[src/rtl/ftdi_fifo_port_pkg.sv]
// Shared types and default strobe timing for the FT232H 245-FIFO handshake engine.
package ftdi_pkg;

  typedef enum logic [2:0] {
    ST_IDLE,
    ST_RD_STROBE,
    ST_WR_SETUP,
    ST_WR_STROBE,
    ST_WR_HOLD,
    ST_RECOVER
  } state_e;

  localparam int DEF_RD_PULSE = 3;
  localparam int DEF_WR_SETUP = 1;
  localparam int DEF_WR_PULSE = 2;
  localparam int DEF_WR_HOLD  = 1;
  localparam int DEF_RECOVER  = 3;

  function automatic int max_of(input int a, input int b);
    return (a > b) ? a : b;
  endfunction

  // States in which the FPGA owns ADBUS.
  function automatic logic drives_bus(input state_e s);
    return (s == ST_WR_SETUP) || (s == ST_WR_STROBE) || (s == ST_WR_HOLD);
  endfunction

endpackage

[src/rtl/ftdi_fifo_port_sync2.sv]
// Two-flop synchronizer for the asynchronous FTDI flags; resets to the inactive (high) level.
module sync2 (
  input  logic clock,
  input  logic reset_n,
  input  logic d_i,
  output logic q_o
);

  logic meta_q;
  logic sync_q;

  always_ff @(posedge clock or negedge reset_n) begin
    if (!reset_n) begin
      meta_q <= 1'b1;
      sync_q <= 1'b1;
    end else begin
      meta_q <= d_i;
      sync_q <= meta_q;
    end
  end

  assign q_o = sync_q;

endmodule

[src/rtl/ftdi_fifo_port.sv]
// FT232H async 245-FIFO strobe engine: turns RXF#/TXE#/RD#/WR# handshakes into rx and tx
// valid/ready byte streams and is the sole owner of the ADBUS output enable.
module ftdi_fifo_port
  import ftdi_pkg::*;
#(
  parameter int RD_PULSE = DEF_RD_PULSE,
  parameter int WR_SETUP = DEF_WR_SETUP,
  parameter int WR_PULSE = DEF_WR_PULSE,
  parameter int WR_HOLD  = DEF_WR_HOLD,
  parameter int RECOVER  = DEF_RECOVER
) (
  input  logic       clock,
  input  logic       reset_n,
  input  logic       en,
  input  logic       rxf,
  input  logic       txe,
  input  logic [7:0] adbus_in,
  output logic       ftdi_rd,
  output logic       ftdi_wr,
  output logic [7:0] adbus_out,
  output logic       adbus_tri,
  output logic [7:0] rx_data,
  output logic       rx_valid,
  input  logic       rx_ready,
  input  logic [7:0] tx_data,
  input  logic       tx_valid,
  output logic       tx_ready,
  output logic [7:0] rx_count
);

  localparam int MAX_T = max_of(max_of(max_of(RD_PULSE, WR_SETUP), max_of(WR_PULSE, WR_HOLD)), RECOVER);
  localparam int CNT_W = $clog2(MAX_T + 1);

  localparam logic [CNT_W-1:0] LD_RD_PULSE = CNT_W'(RD_PULSE - 1);
  localparam logic [CNT_W-1:0] LD_WR_SETUP = CNT_W'(WR_SETUP - 1);
  localparam logic [CNT_W-1:0] LD_WR_PULSE = CNT_W'(WR_PULSE - 1);
  localparam logic [CNT_W-1:0] LD_WR_HOLD  = CNT_W'(WR_HOLD - 1);
  localparam logic [CNT_W-1:0] LD_RECOVER  = CNT_W'(RECOVER - 1);

  state_e           state_q, state_d;
  logic [CNT_W-1:0] cnt_q, cnt_d;
  logic             last_rd_q, last_rd_d;

  logic             rxf_s, txe_s;
  logic             rd_elig, wr_elig;
  logic             start_wr, rd_done, wr_done;

  logic             ftdi_rd_q, ftdi_wr_q, adbus_tri_q;
  logic [7:0]       adbus_out_q, adbus_out_d;
  logic [7:0]       rx_data_q, rx_data_d;
  logic             rx_valid_q, rx_valid_d;
  logic [7:0]       rx_count_q, rx_count_d;
  logic [7:0]       tx_hold_q, tx_hold_d;
  logic             tx_full_q, tx_full_d;

  sync2 u_sync_rxf (
    .clock   (clock),
    .reset_n (reset_n),
    .d_i     (rxf),
    .q_o     (rxf_s)
  );

  sync2 u_sync_txe (
    .clock   (clock),
    .reset_n (reset_n),
    .d_i     (txe),
    .q_o     (txe_s)
  );

  // Eligibility looks only at registered rx_valid, so a byte consumed this cycle
  // cannot trigger a read until the following cycle.
  assign rd_elig = en && !rxf_s && !rx_valid_q;
  assign wr_elig = en && !txe_s && tx_full_q;

  always_comb begin
    state_d   = state_q;
    cnt_d     = cnt_q;
    last_rd_d = last_rd_q;
    start_wr  = 1'b0;
    rd_done   = 1'b0;
    wr_done   = 1'b0;

    unique case (state_q)
      ST_IDLE: begin
        if (rd_elig && (!wr_elig || !last_rd_q)) begin
          state_d   = ST_RD_STROBE;
          cnt_d     = LD_RD_PULSE;
          last_rd_d = 1'b1;
        end else if (wr_elig) begin
          state_d   = ST_WR_SETUP;
          cnt_d     = LD_WR_SETUP;
          last_rd_d = 1'b0;
          start_wr  = 1'b1;
        end
      end

      ST_RD_STROBE: begin
        if (cnt_q == '0) begin
          state_d = ST_RECOVER;
          cnt_d   = LD_RECOVER;
          rd_done = 1'b1;
        end else begin
          cnt_d = cnt_q - CNT_W'(1);
        end
      end

      ST_WR_SETUP: begin
        if (cnt_q == '0) begin
          state_d = ST_WR_STROBE;
          cnt_d   = LD_WR_PULSE;
        end else begin
          cnt_d = cnt_q - CNT_W'(1);
        end
      end

      ST_WR_STROBE: begin
        if (cnt_q == '0) begin
          state_d = ST_WR_HOLD;
          cnt_d   = LD_WR_HOLD;
        end else begin
          cnt_d = cnt_q - CNT_W'(1);
        end
      end

      ST_WR_HOLD: begin
        if (cnt_q == '0) begin
          state_d = ST_RECOVER;
          cnt_d   = LD_RECOVER;
          wr_done = 1'b1;
        end else begin
          cnt_d = cnt_q - CNT_W'(1);
        end
      end

      ST_RECOVER: begin
        if (cnt_q == '0) begin
          state_d = ST_IDLE;
        end else begin
          cnt_d = cnt_q - CNT_W'(1);
        end
      end

      default: begin
        state_d = ST_IDLE;
        cnt_d   = '0;
      end
    endcase
  end

  always_comb begin
    rx_data_d   = rx_data_q;
    rx_valid_d  = rx_valid_q;
    rx_count_d  = rx_count_q;
    tx_hold_d   = tx_hold_q;
    tx_full_d   = tx_full_q;
    adbus_out_d = adbus_out_q;

    if (rx_valid_q && rx_ready) begin
      rx_valid_d = 1'b0;
    end
    // Sample on the last strobe cycle, when the FTDI data has long settled.
    if (rd_done) begin
      rx_data_d  = adbus_in;
      rx_valid_d = 1'b1;
      rx_count_d = rx_count_q + 8'd1;
    end

    if (wr_done) begin
      tx_full_d = 1'b0;
    end else if (tx_valid && !tx_full_q) begin
      tx_hold_d = tx_data;
      tx_full_d = 1'b1;
    end

    if (start_wr) begin
      adbus_out_d = tx_hold_q;
    end
  end

  always_ff @(posedge clock or negedge reset_n) begin
    if (!reset_n) begin
      state_q     <= ST_IDLE;
      cnt_q       <= '0;
      last_rd_q   <= 1'b0;
      ftdi_rd_q   <= 1'b1;
      ftdi_wr_q   <= 1'b1;
      adbus_tri_q <= 1'b0;
      adbus_out_q <= 8'h00;
      rx_data_q   <= 8'h00;
      rx_valid_q  <= 1'b0;
      rx_count_q  <= 8'h00;
      tx_hold_q   <= 8'h00;
      tx_full_q   <= 1'b0;
    end else begin
      state_q     <= state_d;
      cnt_q       <= cnt_d;
      last_rd_q   <= last_rd_d;
      // Pin drivers are registered from the next state so the strobes are glitch-free.
      ftdi_rd_q   <= (state_d != ST_RD_STROBE);
      ftdi_wr_q   <= (state_d != ST_WR_STROBE);
      adbus_tri_q <= drives_bus(state_d);
      adbus_out_q <= adbus_out_d;
      rx_data_q   <= rx_data_d;
      rx_valid_q  <= rx_valid_d;
      rx_count_q  <= rx_count_d;
      tx_hold_q   <= tx_hold_d;
      tx_full_q   <= tx_full_d;
    end
  end

  assign ftdi_rd   = ftdi_rd_q;
  assign ftdi_wr   = ftdi_wr_q;
  assign adbus_tri = adbus_tri_q;
  assign adbus_out = adbus_out_q;
  assign rx_data   = rx_data_q;
  assign rx_valid  = rx_valid_q;
  assign rx_count  = rx_count_q;
  assign tx_ready  = !tx_full_q;

endmodule

[config.mk]
export PLATFORM = sky130hd
export DESIGN_NAME = ftdi_fifo_port
export DESIGN_NICKNAME = d
export VERILOG_FILES = /design/src/rtl/ftdi_fifo_port_pkg.sv /design/src/rtl/ftdi_fifo_port_sync2.sv /design/src/rtl/ftdi_fifo_port.sv
export SDC_FILE = /design/constraint.sdc
export NUM_CORES = 1
export LEC_CHECK = 0
export CAP_MARGIN = 20
export CORE_MARGIN = 2
export CORE_UTILIZATION = 50
export CTS_BUF_LIST = sky130_fd_sc_hd__clkbuf_4
export CTS_CLUSTER_DIAMETER = 40
export DETAILED_ROUTE_END_ITERATION = 10
export GPL_TIMING_DRIVEN = 0
export HOLD_SLACK_MARGIN = 0.1
export PLACE_DENSITY = 0.87
export SLEW_MARGIN = 10
export SYNTH_ARGS = -nofsm -noshare
export SYNTH_HDL_FRONTEND = slang
export SYNTH_SLANG_ARGS = --single-unit
[constraint.sdc]
create_clock -name clock -period 4.8 [get_ports clock]
set_input_delay 1.2 -clock clock [delete_from_list [all_inputs] [get_ports clock]]
set_output_delay 1.2 -clock clock [all_outputs]
set_load 0.02 [all_outputs]
==> results by group, run 1 <==
Logic synthesis
  • Multiplexer area fraction after synthesis: 15.2%
  • Syn Inst Count: 145
  • Synthesized Nets: 172
  • Compound-Gate Fraction of Synth Area: 5.95%
  • Main combinational cell family by area after synthesis: multiplexers
  • Async set or reset register ratio after synthesis: 100%
  • Share of the synthesized netlist area taken by xor and xnor gates: 3.51%
  • Sequential fraction of the synthesis area: 59.3%
  • Area share of fa/ha/maj cells after synthesis: 2.51%
  • Flop and latch count out of synthesis: 47
  • Synthesized cell area: 2000 sq um
  • Number of warning messages in the yosys log: 0
  • Distinct cell type count after synthesis: 40
  • Main synth FF type: sky130_fd_sc_hd__dfrtp_1
  • Synth Area in Simple Gates: 11.3%
  • Post-Syn Area per Cell: 13.8 sq um
  • Number of enable flip-flop cells after synthesis: 0

Cells and area
  • Proportion of layout cells with a drive suffix above 1: 25.4%
  • Area overhead of the layout relative to synthesis: 34.6%
  • Antenna fix cells: 0
  • Number of nets in the layout: 231

Clock tree
  • # resized after CTS: 0
  • Post-cts hold buffer count: 0
  • CTS tree: done
  • Clock insertion delay at the later pin of the skew report: 0.36 ns
  • Number of buffers created by CTS: 5
  • Buffer depth of the longest clock path: 2
  • Post-CTS Setup Repair Bufs: 0
  • Deepest level of the CTS H-tree: 2
  • Buffer cell driving the clock tree root: sky130_fd_sc_hd__clkbuf_4
  • Number of clock sinks seen by CTS: 47
  • Clock transition time at the flip-flop clock pins of the worst setup and hold paths: 0.13 ns

Place
  • Final Wtd Congestion: 0.806
  • PortBufs: 51
  • Detailed placer's ending HPWL: 2850 um

Timing
  • Max_slew headroom: 68.7%
  • Clock skew after layout: 0.0104 ns
  • Hold WS: 0.353 ns
  • Setup violators final: 0
  • Final TNS setup: 0 ns
  • Max-slew violation count: 0
  • Unrepaired setup endpoints after global routing: no
  • Count of final hold-check violations: 0
  • Worst-Margin Slew: 0.469 ns
  • Maximum clock rate: 370 MHz
  • Period minus WS final: 2.70 ns
  • Final worst path period share: 56.4%

Global routing
  • Number of antenna violations at the first check in global routing: 0
  • Global-route wire length before repair: 6640 um
  • Grt ovf: 0
  • Total routing usage reported by global routing: 20.1%
  • Vias in the first global route: 1412
  • Largest net degree at the start of global routing: 31

Setup path
  • Setup crit start kind: primary input
  • Critical path start-end classification: primary input to flip-flop
  • Data arrival at the endpoint of the critical path: 2.96 ns
  • Worst setup EP type: flip-flop
  • Crit Path Max Fanout: 10
  • Worst path required time: 5.06 ns

Route
  • Antenna-violating nets left: 0
  • Avg WL per Cell: 15.7 um
  • Via-to-Cell Ratio: 5.46
  • Residual DRC: 0
  • First DRT Iteration DRCs: 31
  • Final routed wirelength across all metal layers: 3970 um
  • Vias after detailed routing: 1381
  • Detailed-router iteration count before antenna repair: 4

Power and ir drop
  • Largest voltage drop on the vdd net: 0.415 mV
  • Leakage: 1.15 nW
  • Post-route total power: 0.00178 W
  • Power per standard cell area: 664 nW/um^2

Floorplan
  • Overall die height: 67.2 um
  • Initial Utilization: 53.3%
  • Horizontal die dimension: 67.2 um
  • I/O pin total: 52
  • Floorplan row count: 22
  • Placeable core area: 3740 sq um
  • Floorplan die area: 4520 sq um

Worst hold path
  • Min-Delay Path Class: flip-flop to flip-flop

Run
  • Max-cap violations: 0

Status
  • Outcome: completed
[registers in the layout, summed over array words and instances, names as in the netlist]
signal and cells:
ftdi_wr 1, state_q 3, u_sync_txe.q_o 1, u_sync_rxf.q_o 1, last_rd_q 1, adbus_tri 1, cnt_q 2, adbus_out 8
rx_data 8, rx_count 8, u_sync_rxf.meta_q 1, ftdi_rd 1, tx_hold_q 8, tx_full_q 1, rx_valid 1, u_sync_txe.meta_q 1
[layer usage]
metal	up-vias	share of wire [%]	GRT usage (%)
li1	628	-	-
met1	695	39	24.9
met2	52	52	33.7
met3	6	7.3	6.50
met4	0	1.2	5.87
met5	-	0	0
[where the power goes]
part / internal [W] / switching [W] / total [W]
Sequential: 0.000565 / 0.000122 / 0.000687
Clock: 0.000168 / 0.000124 / 0.000292
Combinational: 0.000419 / 0.000385 / 0.000804
[worst paths after layout]
check | startpoint | end | slack, ns | cells after the start
worst max-delay path | en | adbus_out[6] | 2.10 | 5
worst min-delay path | u_sync_rxf.meta_q | u_sync_rxf.q_o | 0.35 | 0
worst max register to register | cnt_q[0] | tx_hold_q[2] | 2.68 | 6
worst min register to register | u_sync_rxf.meta_q | u_sync_rxf.q_o | 0.35 | 0
max in group asynchronous | reset_n | u_sync_rxf.meta_q | 3.47 | 2
min in group asynchronous | reset_n | rx_data[0] | 0.75 | 1
[cell usage in the layout, fill, tap and decap left out, drive strengths merged, types with 3 or more instances in the layout]
cell	count
a22oi	3
buf	5
clkbuf	9
clkdlybuf4s50	50
dfrtp	41
dfstp	6
ha	4
inv	4
mux2	26
nand2	6
nand3	4
nand4	3
nor2	6
nor2b	4
o21ai	3
xnor2	6
[Yosys cell counts (2+ instances only)]
cell type	number	area share (%)
sky130_fd_sc_hd__a221oi_1	2	0.88
sky130_fd_sc_hd__a22oi_1	3	1.1
sky130_fd_sc_hd__buf_2	2	0.50
sky130_fd_sc_hd__clkbuf_2	2	0.50
sky130_fd_sc_hd__dfrtp_1	41	51
sky130_fd_sc_hd__dfstp_2	6	7.9
sky130_fd_sc_hd__ha_1	4	2.5
sky130_fd_sc_hd__inv_1	4	0.75
sky130_fd_sc_hd__mux2_2	25	14
sky130_fd_sc_hd__nand2_1	6	1.1
sky130_fd_sc_hd__nand3_1	4	1.0
sky130_fd_sc_hd__nand4_1	2	0.63
sky130_fd_sc_hd__nor2_1	6	1.1
sky130_fd_sc_hd__nor2b_1	4	1.3
sky130_fd_sc_hd__o21ai_0	3	0.75
sky130_fd_sc_hd__xnor2_1	6	2.6
sky130_fd_sc_hd__xor2_1	2	0.88
[area by class of cell]
cell class              instances  area, sq um
flip-flops and latches         47         1180
fillers                       276         1060
multi-input cells              88          767
repair buffers                 52          526
clock inverters                 2         60.1
well taps                      48         60.1
clock buffers                   6         45.0
plain buffers                   6         31.3
inverters                       4         15.0
[through the flow]
stage          setup WS [ns]  util, %  cell area (sq um)  cells
5_1_grt                 2.02     71.8               2690    253
3_5_place_dp            1.71     69.0               2580    245
6_report                2.10     71.8               2690    253
3_3_place_gp            1.38     68.6               2570    244
2_1_floorplan           2.41        -               2000    145
4_1_cts                 2.08     71.8               2690    253
[critical path, stage by stage]
cell,delay [ns]
sky130_fd_sc_hd__clkdlybuf4s50_1,0.57
sky130_fd_sc_hd__or3b_1,0.41
sky130_fd_sc_hd__a21o_2,0.23
sky130_fd_sc_hd__nand4_4,0.18
sky130_fd_sc_hd__mux2_2,0.37
[kinds of logic after synthesis]
group,Yosys count
xor+xnor,8
fa+ha+maj,4
buf+inv,10
compound gates,15
mux,27
simple gates,34
flops,47
Power figures use the tool's default switching activity.
==> inputs of run 2 (changes only) <==
Settings changed: CORE_UTILIZATION 50 to 45, PLACE_DENSITY 0.87 to 0.83.
Clock period 4.8 ns to 2.35 ns, I/O delays scaled along.
==> results by group, run 2 (same netlist as run 1, synthesis figures left out) <==
Setup path
  • Category of cells accounting for the largest share of critical-path delay: buffers and inverters
  • CP Capture Point: cnt_q[0]
  • Count of buffering cells on the critical path with inverters included: 1 (unchanged)
  • Slowest CP cell: sky130_fd_sc_hd__clkdlybuf4s50_1
  • Crit Path Max Fanout: 4 (-6)
  • Worst path required time: 2.59 ns (-2.47 ns)
  • Worst reg2reg setup slack: 0.28 ns (-2.40 ns)
  • Number of stages on the worst setup path: 5 (unchanged)
  • Cell depth of the worst flop-to-flop path: 6 (unchanged)
  • Origin of the worst setup path: en
  • Chain of cells forming the critical path: clkdlybuf4s50_1 > or3b_1 > a21boi_0 > a32oi_2 > mux2_1
  • Worst reg2reg endpoint: tx_hold_q[5]
  • Worst stage delay on the critical path: 0.55 ns (-0.02 ns)
  • Reg-to-reg critical path startpoint: cnt_q[0]
  • Setup crit start kind: primary input
  • Critical path start-end classification: primary input to flip-flop
  • Worst setup EP type: flip-flop
  • Data arrival at the endpoint of the critical path: 2.34 ns (-0.62 ns)

Clock tree
  • Clock insertion delay at the later pin of the skew report: 0.35 ns (about the same)
  • Post-cts hold buffer count: 0 (unchanged)
  • Buffer depth of the longest clock path: 2 (unchanged)
  • Clock transition time at the flip-flop clock pins of the worst setup and hold paths: 0.13 ns (about the same)
  • Number of clock sinks seen by CTS: 47 (unchanged)
  • Number of buffers created by CTS: 5 (unchanged)
  • Deepest level of the CTS H-tree: 2 (unchanged)
  • Buffer cell driving the clock tree root: sky130_fd_sc_hd__clkbuf_4
  • # resized after CTS: 0 (unchanged)
  • Post-CTS Setup Repair Bufs: 0 (unchanged)
  • CTS tree: done

Global routing
  • Number of antenna violations at the first check in global routing: 0 (unchanged)
  • Grt ovf: 0 (unchanged)
  • Vias in the first global route: 1278 (-9.5%)
  • Largest net degree at the start of global routing: 26 (-16%)
  • Total routing usage reported by global routing: 15.6% (-4.5 points)
  • Global-route wire length before repair: 6110 um (-8.0%)

Timing
  • Maximum clock rate: 476 MHz
  • Setup violators final: 0 (unchanged)
  • Post-route setup slack: 0.251 ns (-1.84 ns)
  • Max-slew violation count: 0 (unchanged)
  • Max_slew headroom: 65.2% (-3.5 points)
  • Final TNS setup: 0 ns (unchanged)
  • Unrepaired setup endpoints after global routing: no
  • Worst-Margin Slew: 0.522 ns (+0.0532 ns)
  • Clock skew after layout: 0.0110 ns (+0.000549 ns)
  • Final worst path period share: 89.3%
  • Count of final hold-check violations: 0 (unchanged)
  • Period minus WS final: 2.10 ns

Cells and area
  • Most used cells in the layout excluding fill and tap cells: sky130_fd_sc_hd__clkdlybuf4s50_1, sky130_fd_sc_hd__dfrtp_1, sky130_fd_sc_hd__mux2_2
  • Leading cell type in the layout, fill and taps excluded: sky130_fd_sc_hd__clkdlybuf4s50_1
  • Antenna fix cells: 0 (unchanged)
  • Proportion of layout cells with a drive suffix above 1: 24.9% (-0.49 points)
  • Non-filler cells, final: 257 (+1.6%)
  • Finished Core Util: 61.2% (-11 points)
  • Area overhead of the layout relative to synthesis: 32.5%
  • Number of nets in the layout: 231 (unchanged)

Route
  • Detailed-router iteration count before antenna repair: 4 (unchanged)
  • First DRT Iteration DRCs: 57 (+84%)
  • Antenna-violating nets left: 0 (unchanged)
  • Via-to-Cell Ratio: 5.11 (-6.3%)
  • Vias after detailed routing: 1314 (-4.9%)
  • Final routed wirelength across all metal layers: 3520 um (-11%)
  • Residual DRC: 0 (unchanged)
  • Avg WL per Cell: 13.7 um (-13%)

Power and ir drop
  • Leakage: 1.13 nW (-2.0%)
  • Post-route total power: 0.00337 W (+89%)
  • Power per standard cell area: 1280 nW/um^2 (+92%)
  • Largest voltage drop on the vdd net: 0.649 mV (+57%)

Floorplan
  • Initial Utilization: 46.2% (-7.2 points)
  • I/O pin total: 52 (unchanged)
  • Overall die height: 70.6 um (+5.1%)
  • Horizontal die dimension: 70.6 um (+5.1%)
  • Floorplan row count: 24 (+9.1%)
  • Floorplan die area: 4990 sq um (+10%)
  • Placeable core area: 4320 sq um (+16%)

Status
  • Outcome: completed

Place
  • Placed insts: 249 (+1.6%)
  • Final Wtd Congestion: 0.786 (-2.4%)
  • Minimum setup slack after placement: -0.119 ns (-1.83 ns)
  • Detailed placer's ending HPWL: 2650 um (-7.3%)
  • PortBufs: 51 (unchanged)

Run
  • Max-cap violations: 0 (unchanged)

Worst hold path
  • Min-Delay Path Class: primary input to async pin
==> run 2: changes by cell type in the layout (fill, tap and decap cells not counted) <==
cell,delta
sky130_fd_sc_hd__clkinv_4,+1
sky130_fd_sc_hd__clkinv_1,+1
sky130_fd_sc_hd__bufinv_16,-2
==> run 2: worst min-delay path by stage <==
| stage | slack (ns) | startpoint | depth (start not counted) | end |
|---|---|---|---|---|
| final | 0.19 | reset_n | 1 | tx_hold_q[7] |
| after global routing | 0.19 | reset_n | 1 | tx_hold_q[7] |
| after CTS | 0.19 | reset_n | 1 | tx_hold_q[7] |
| after detailed placement | 0.35 | u_sync_rxf.meta_q | 0 | u_sync_rxf.q_o |
| after global placement | 0.35 | u_sync_rxf.meta_q | 0 | u_sync_rxf.q_o |
| after floorplan | 0.29 | reset_n | 0 | adbus_out[0] |
==> run 2: where the power goes <==
part,internal [W],switching [W]
logic,0.000855,0.000775
registers,0.00115,0.000222
clock network,0.000128,0.000239
==> run 2: final cells by class <==
class                   instances  area, sq um
well taps                      52         65.1
inverters                       4         15.0
flip-flops and latches         47         1180
fillers                       362         1680
clock inverters                 2         12.5
multi-input cells              88          767
clock buffers                   6         45.0
repair buffers                 52          526
plain buffers                   6         31.3
==> run 2: metal layers <==
metal  GRT usage, %  routed length, um  up-vias
met4           4.19                 38        0
met2           23.4               1680       34
met1           21.3               1560      641
li1               -                  -      633
met5              0                  0        -
met3           6.41                239        6
==> run 2: stage by stage <==
stage	area (sq um)	hold WS, ns
finish	2650	0.188
global placement	2570	0.347
floorplan	2000	0.292
CTS	2650	0.191
detailed placement	2590	0.347
global route	2650	0.188
